### config.mk
export PLATFORM = sky130hd
export DESIGN_NAME = i2s_adc_rx
export DESIGN_NICKNAME = d
export VERILOG_FILES = /design/src/rtl/i2s_adc_rx.sv
export SDC_FILE = /design/constraint.sdc
export NUM_CORES = 1
export LEC_CHECK = 0
export CORE_MARGIN = 4
export CORE_UTILIZATION = 60
export DETAILED_ROUTE_END_ITERATION = 7
export GPL_TIMING_DRIVEN = 1
export PLACE_DENSITY_LB_ADDON = 0.12
export SETUP_SLACK_MARGIN = 0.1
export SLEW_MARGIN = 20
export SYNTH_ARGS = -nofsm -noshare
export SYNTH_HDL_FRONTEND = slang
export SYNTH_SLANG_ARGS = --single-unit
### constraint.sdc
create_clock -name clk -period 3.2 [get_ports clk]
set_input_delay 0.64 -clock clk [delete_from_list [all_inputs] [get_ports clk]]
set_output_delay 0.64 -clock clk [all_outputs]
set_load 0.03 [all_outputs]
### src/rtl/i2s_adc_rx.sv
// i2s_adc_rx -- I2S serial receiver for the audio ADC input.
//
// Oversamples the asynchronous SCLK/LRCK/SDATA pins in the core clock domain
// and deserializes MSB-first two's-complement channel slots. Each completed
// left-then-right pair is presented on a valid/ready interface.
//
// Optional feature: define I2S_RX_FRAME_CHECK_EN to enable the slot-length
// check. Each slot must then be exactly SLOT_W bits long, and a bad slot sets
// the sticky frame_err and is dropped. When the macro is undefined, frame_err
// is tied to 0 and every L-then-R pair is emitted.
//
// Parameters:
//   DATA_W       captured bits per channel (DATA_W <= SLOT_W)
//   SLOT_W       nominal SCLK bits per channel slot
//   SYNC_STAGES  flops per input synchronizer (>= 2)
//
// Ports:
//   clk           core clock, at least 4x SCLK
//   reset_n       asynchronous active-low reset
//   i2s_sclk      bit clock (async)
//   i2s_lrck      word select, 0 = left, 1 = right (async)
//   i2s_sdata     serial data (async)
//   sample_l/r    presented sample pair
//   sample_valid  a pair is presented
//   sample_ready  consumer accepts the pair
//   overrun       sticky: a completed pair was dropped
//   overrun_clr   single-cycle clear of overrun (a same-cycle set wins)
//   frame_err     sticky slot-length error (check build only)
module i2s_adc_rx #(
    parameter int DATA_W      = 16,
    parameter int SLOT_W      = 32,
    parameter int SYNC_STAGES = 2
) (
    input  logic              clk,
    input  logic              reset_n,
    input  logic              i2s_sclk,
    input  logic              i2s_lrck,
    input  logic              i2s_sdata,
    output logic [DATA_W-1:0] sample_l,
    output logic [DATA_W-1:0] sample_r,
    output logic              sample_valid,
    input  logic              sample_ready,
    output logic              overrun,
    input  logic              overrun_clr,
    output logic              frame_err
);

    localparam int CNT_W = $clog2(SLOT_W + 1);

    // Identical synchronizer chains keep the three pins mutually aligned.
    logic [SYNC_STAGES-1:0] sclk_sync_q, sclk_sync_d;
    logic [SYNC_STAGES-1:0] lrck_sync_q, lrck_sync_d;
    logic [SYNC_STAGES-1:0] sdata_sync_q, sdata_sync_d;
    logic                   sclk_prev_q, sclk_prev_d;

    logic sclk_s, lrck_s, sdata_s, rise;

    // Deserializer state
    logic              synced_q, synced_d;
    logic [CNT_W-1:0]  bit_cnt_q, bit_cnt_d;
    logic [DATA_W-1:0] sreg_q, sreg_d;
    logic              lrck_q, lrck_d;
    logic [DATA_W-1:0] hold_l_q, hold_l_d;
    logic              have_l_q, have_l_d;

    // Pair-complete event, registered between deserializer and output stage
    logic              pair_vld_q, pair_vld_d;
    logic [DATA_W-1:0] pair_l_q, pair_l_d;
    logic [DATA_W-1:0] pair_r_q, pair_r_d;

    // Output stage
    logic [DATA_W-1:0] sample_l_q, sample_l_d;
    logic [DATA_W-1:0] sample_r_q, sample_r_d;
    logic              sample_valid_q, sample_valid_d;
    logic              overrun_q, overrun_d;

    logic [DATA_W-1:0] sreg_bit;
    logic              slot_ok;
    logic              overrun_set;

`ifdef I2S_RX_FRAME_CHECK_EN
    logic frame_err_q, frame_err_d;
`endif

    assign sclk_s  = sclk_sync_q[SYNC_STAGES-1];
    assign lrck_s  = lrck_sync_q[SYNC_STAGES-1];
    assign sdata_s = sdata_sync_q[SYNC_STAGES-1];
    assign rise    = sclk_s & ~sclk_prev_q;

    always_comb begin
        sclk_sync_d  = {sclk_sync_q[SYNC_STAGES-2:0], i2s_sclk};
        lrck_sync_d  = {lrck_sync_q[SYNC_STAGES-2:0], i2s_lrck};
        sdata_sync_d = {sdata_sync_q[SYNC_STAGES-2:0], i2s_sdata};
        sclk_prev_d  = sclk_s;
    end

    // Shift register with the current bit written in. Only positions for
    // bit_cnt 0..DATA_W-1 exist, so surplus slot bits fall through untouched.
    always_comb begin
        sreg_bit = sreg_q;
        for (int i = 0; i < DATA_W; i++) begin
            if (bit_cnt_q == CNT_W'(DATA_W - 1 - i)) begin
                sreg_bit[i] = sdata_s;
            end
        end
    end

    // The boundary rise carries the last bit of the old slot, so a full slot
    // has seen SLOT_W-1 mid-slot rises when the boundary arrives.
`ifdef I2S_RX_FRAME_CHECK_EN
    assign slot_ok = (bit_cnt_q == CNT_W'(SLOT_W - 1));
`else
    assign slot_ok = 1'b1;
`endif

    always_comb begin
        synced_d   = synced_q;
        bit_cnt_d  = bit_cnt_q;
        sreg_d     = sreg_q;
        lrck_d     = lrck_q;
        hold_l_d   = hold_l_q;
        have_l_d   = have_l_q;
        pair_vld_d = 1'b0;
        pair_l_d   = pair_l_q;
        pair_r_d   = pair_r_q;
`ifdef I2S_RX_FRAME_CHECK_EN
        frame_err_d = frame_err_q;
`endif
        if (rise) begin
            if (lrck_s == lrck_q) begin
                sreg_d = sreg_bit;
                if (bit_cnt_q != CNT_W'(SLOT_W)) begin
                    bit_cnt_d = bit_cnt_q + CNT_W'(1);
                end
            end else begin
                // The first boundary after reset only establishes alignment.
                if (!synced_q) begin
                    synced_d = 1'b1;
                end else if (!lrck_q) begin
                    have_l_d = slot_ok;
                    if (slot_ok) begin
                        hold_l_d = sreg_bit;
                    end
                end else begin
                    if (have_l_q && slot_ok) begin
                        pair_vld_d = 1'b1;
                        pair_l_d   = hold_l_q;
                        pair_r_d   = sreg_bit;
                    end
                    have_l_d = 1'b0;
                end
`ifdef I2S_RX_FRAME_CHECK_EN
                if (synced_q && !slot_ok) begin
                    frame_err_d = 1'b1;
                end
`endif
                lrck_d    = lrck_s;
                bit_cnt_d = '0;
                sreg_d    = '0;
            end
        end
    end

    // A new pair replaces the presented one only if the slot is free or being
    // accepted this cycle; otherwise it is dropped and flagged.
    always_comb begin
        sample_l_d     = sample_l_q;
        sample_r_d     = sample_r_q;
        sample_valid_d = sample_valid_q;
        overrun_set    = 1'b0;
        if (pair_vld_q) begin
            if (!sample_valid_q || sample_ready) begin
                sample_l_d     = pair_l_q;
                sample_r_d     = pair_r_q;
                sample_valid_d = 1'b1;
            end else begin
                overrun_set = 1'b1;
            end
        end else if (sample_valid_q && sample_ready) begin
            sample_valid_d = 1'b0;
        end
        if (overrun_set) begin
            overrun_d = 1'b1;
        end else if (overrun_clr) begin
            overrun_d = 1'b0;
        end else begin
            overrun_d = overrun_q;
        end
    end

    always_ff @(posedge clk or negedge reset_n) begin
        if (!reset_n) begin
            sclk_sync_q    <= '0;
            lrck_sync_q    <= '0;
            sdata_sync_q   <= '0;
            sclk_prev_q    <= 1'b0;
            synced_q       <= 1'b0;
            bit_cnt_q      <= '0;
            sreg_q         <= '0;
            lrck_q         <= 1'b0;
            hold_l_q       <= '0;
            have_l_q       <= 1'b0;
            pair_vld_q     <= 1'b0;
            pair_l_q       <= '0;
            pair_r_q       <= '0;
            sample_l_q     <= '0;
            sample_r_q     <= '0;
            sample_valid_q <= 1'b0;
            overrun_q      <= 1'b0;
        end else begin
            sclk_sync_q    <= sclk_sync_d;
            lrck_sync_q    <= lrck_sync_d;
            sdata_sync_q   <= sdata_sync_d;
            sclk_prev_q    <= sclk_prev_d;
            synced_q       <= synced_d;
            bit_cnt_q      <= bit_cnt_d;
            sreg_q         <= sreg_d;
            lrck_q         <= lrck_d;
            hold_l_q       <= hold_l_d;
            have_l_q       <= have_l_d;
            pair_vld_q     <= pair_vld_d;
            pair_l_q       <= pair_l_d;
            pair_r_q       <= pair_r_d;
            sample_l_q     <= sample_l_d;
            sample_r_q     <= sample_r_d;
            sample_valid_q <= sample_valid_d;
            overrun_q      <= overrun_d;
        end
    end

`ifdef I2S_RX_FRAME_CHECK_EN
    always_ff @(posedge clk or negedge reset_n) begin
        if (!reset_n) begin
            frame_err_q <= 1'b0;
        end else begin
            frame_err_q <= frame_err_d;
        end
    end
    assign frame_err = frame_err_q;
`else
    assign frame_err = 1'b0;
`endif

    assign sample_l     = sample_l_q;
    assign sample_r     = sample_r_q;
    assign sample_valid = sample_valid_q;
    assign overrun      = overrun_q;

endmodule
==> results.yml <==
layout:
  multiInputGateArea_mm2: 0.00172
  seq_area_mm2: 0.00288
  area_growth_pct: 21.5
  n_antenna_cell: 0
  final_nets: 437
  fin_area_mm2: 0.00586
  fillers: 501
  drive_gt1_share_pct: 21.0
clock_tree:
  postCtsResizedCells: 0
  clkSinkCount: 115
  tritoncts: "built"
  cts_setup_buffers: 0
  numCtsBuffers: 17
  cts.htree.levels: 4
  path_clk_slew_ns: 0.06
  insertion_delay_ns: 0.51
  cts_hold_buffers: 0
  cts_root_buf: "clkbuf_8"
  clk_path_buf_depth: 2
route:
  routed-via-count: 3082
  drc: 0
  totalWireLength_mm: 8.98
  ant_nets: 0
  vias_per_cell: 5.71
  wl_per_cell_um: 16.6
  drtIter0Drc: 193
  dr.pass1.iters: 4
logic_synthesis:
  syn_area_per_cell_um2: 12.6
  yosysWarnings: 0
  synth-async-reset-ratio_pct: 100
  synth-adder-area-share_pct: 1.30
  synth_top_area_share_pct: 59.7
  ys_types: 41
  syn_inst: 384
  synthSimpleGateAreaFrac_pct: 8.26
  synth_edf_count: 0
  synth.net_count: 396
  ys.flop_type: "dfrtp_1"
  ys_seq_area_share_pct: 59.7
  synth_area_mm2: 0.00482
  synth.most_common_cell: "dfrtp_1"
  synth_seq_cells: 115
  synth_top_cell_by_area: "dfrtp_1"
  synth_compound_area_share_pct: 11.2
  synth_top_family_by_area: "multiplexers"
  muxShareOfSynthArea_pct: 14.7
  synth_xor_area_share_pct: 0
  synth_common_cells: "dfrtp_1, mux2_2, o21ai_0"
  yosys-top-cells-area: "dfrtp_1, mux2_2, o21ai_0"
power_and_ir_drop:
  p_switching_uw: 1420
  irDropWorstVdd_mv: 0.557
  p_int_uw: 3410
  p_total_uw: 4830
  switching_share_pct: 29.4
  p_leak_uw: 0.00270
  p_seq_share_pct: 39.1
  clockPowerShare_pct: 40.2
  p_per_area_mw_per_mm2: 825
  combinationalPowerShare_pct: 20.7
setup_path:
  path_cells: "inv_1 > ha_1 > or3b_1 > o21ai_0 > o21ai_0 > mux2_2"
  r2r_start: "bit_cnt_q[0]"
  end_kind: "register"
  crit_path_start_kind: "register"
  reg2reg_to: "pair_r_q[3]"
  slowest_delay_ns: 0.54
  cpMostUsedCell: "o21ai_0"
  cp_top_family: "simple AND/OR/NAND/NOR gates"
  r2r_slack_ns: 0.99
  path_class: "register to register"
  crit_required_ns: 3.60
  critPathBufInv: 1
  arrival_ns: 2.60
  crit_slowest_cell: "or3b_1"
  r2r_cells: 6
  path_max_fanout: 12
floorplan:
  boundaryPins: 42
  fp-row-count: 32
  die_h_um: 97.6
  start_util_pct: 62.0
  coreArea_mm2: 0.00777
  die_w_um: 97.6
  die-area_mm2: 0.00953
run:
  max-cap-violations: 0
timing:
  setup_viol_count_final: 0
  hold_violations: 0
  slew_viol_final: 0
  fin_crit_ns: 2.21
  fin_ws_ns: 0.991
  relSlewSlack_pct: 42.1
  min_period_over_period_pct: 69.0
  max_freq_mhz: 453
  rsz0062_at_grt: "false"
  worst_pin_slew_ns: 0.868
  clock_skew_ns: 0.00678
  tns_ns: 0
global_route:
  overflow: 0
  grt_usage_pct: 20.6
  antenna_found_initial: 0
  grt_pass1_wl_mm: 15.6
  grt_max_degree: 71
  first_global_vias: 3182
place:
  dp_slack_ns: 1.01
  port_buffers: 40
  post-dp-hpwl_mm: 5.68
  dpl_cell_area_mm2: 0.00524
  globalplace.congestion: 0.774
hold_path:
  hold_path_class: "input port to asynchronous set/reset pin"
run_status:
  status: "completed"
## cell usage in the layout, fill, tap and decap left out, types with 2 or more instances in the layout
master,instances
nor2_1,12
o21a_1,7
clkinvlp_4,4
nand2_1,29
mux2_2,45
clkdlybuf4s50_1,39
inv_1,17
o21ai_0,36
a21oi_1,7
mux2i_1,8
mux2_1,11
ha_1,5
o31ai_1,10
or2_2,2
or3b_1,4
clkinv_2,3
nand3b_1,2
clkbuf_8,2
dfrtp_1,115
nor2b_1,2
nand3_1,4
o22ai_1,2
nand2b_1,5
buf_4,6
clkbuf_16,16
a22o_1,8
o21ai_2,2
nor3_1,7
bufinv_16,4
a221o_1,7
## cell families after synthesis
family,after synthesis
mux,64
flops,115
buf+inv,41
fa+ha+maj,5
simple gates,75
compound gates,83
other cells,1
## power groups by stage
stage | clock network (µW) | registers, µW | logic, µW
4_1_cts | 1970 | 1880 | 1010
3_5_place_dp | 0 | 1900 | 986
2_1_floorplan | 0 | 1940 | 697
5_1_grt | 2040 | 1920 | 1110
6_report | 1940 | 1890 | 1000
3_3_place_gp | 0 | 1890 | 952
## registers in the layout (all words and copies together), names as in the netlist
name	flops
bit_cnt_q	6
have_l_q	1
hold_l_q	16
lrck_q	1
lrck_sync_q	2
overrun	1
pair_l_q	16
pair_r_q	16
pair_vld_q	1
sample_l	16
sample_r	16
sample_valid	1
sclk_prev_q	1
sclk_sync_q	2
sdata_sync_q	2
sreg_q	16
synced_q	1
## worst max path at each step
stage,startpoint,end,slack [ns],depth (start not counted)
3_5_place_dp,lrck_q,pair_r_q[0],1.01,6
2_1_floorplan,lrck_q,pair_l_q[15],1.28,8
5_1_grt,bit_cnt_q[1],pair_r_q[3],0.82,6
3_3_place_gp,lrck_q,pair_r_q[14],1.09,6
6_report,bit_cnt_q[0],pair_r_q[3],0.99,6
4_1_cts,bit_cnt_q[0],pair_r_q[3],0.99,6
## cell type report
type | instances | share of cell area [%]
multi-input combinational | 228 | 29.3
inverter | 17 | 1.09
timing repair buffer | 46 | 7.78
clock buffer | 19 | 7.37
tap | 102 | 2.18
sequential | 115 | 49.1
clock inverter | 13 | 3.12
## metal layers
| metal | wire length, µm | vias up | part of all wire (%) | global-route usage (%) |
|---|---|---|---|---|
| met5 | 0 | - | 0 | 0 |
| met4 | 114 | 0 | 1.3 | 7.45 |
| met1 | 4070 | 1566 | 45 | 27.2 |
| li1 | - | 1436 | - | - |
| met2 | 4420 | 69 | 49 | 32.8 |
| met3 | 365 | 11 | 4.1 | 5.81 |
## metrics by stage
step           std cells  hold WS [ns]  utilization [%]
2_1_floorplan        384         0.331                -
3_3_place_gp         508         0.335             67.5
3_5_place_dp         508         0.338             67.5
4_1_cts              540         0.273             75.4
5_1_grt              540         0.305             75.4
6_report             540         0.237             75.4
No activity file was read; power rests on OpenSTA's default activity.
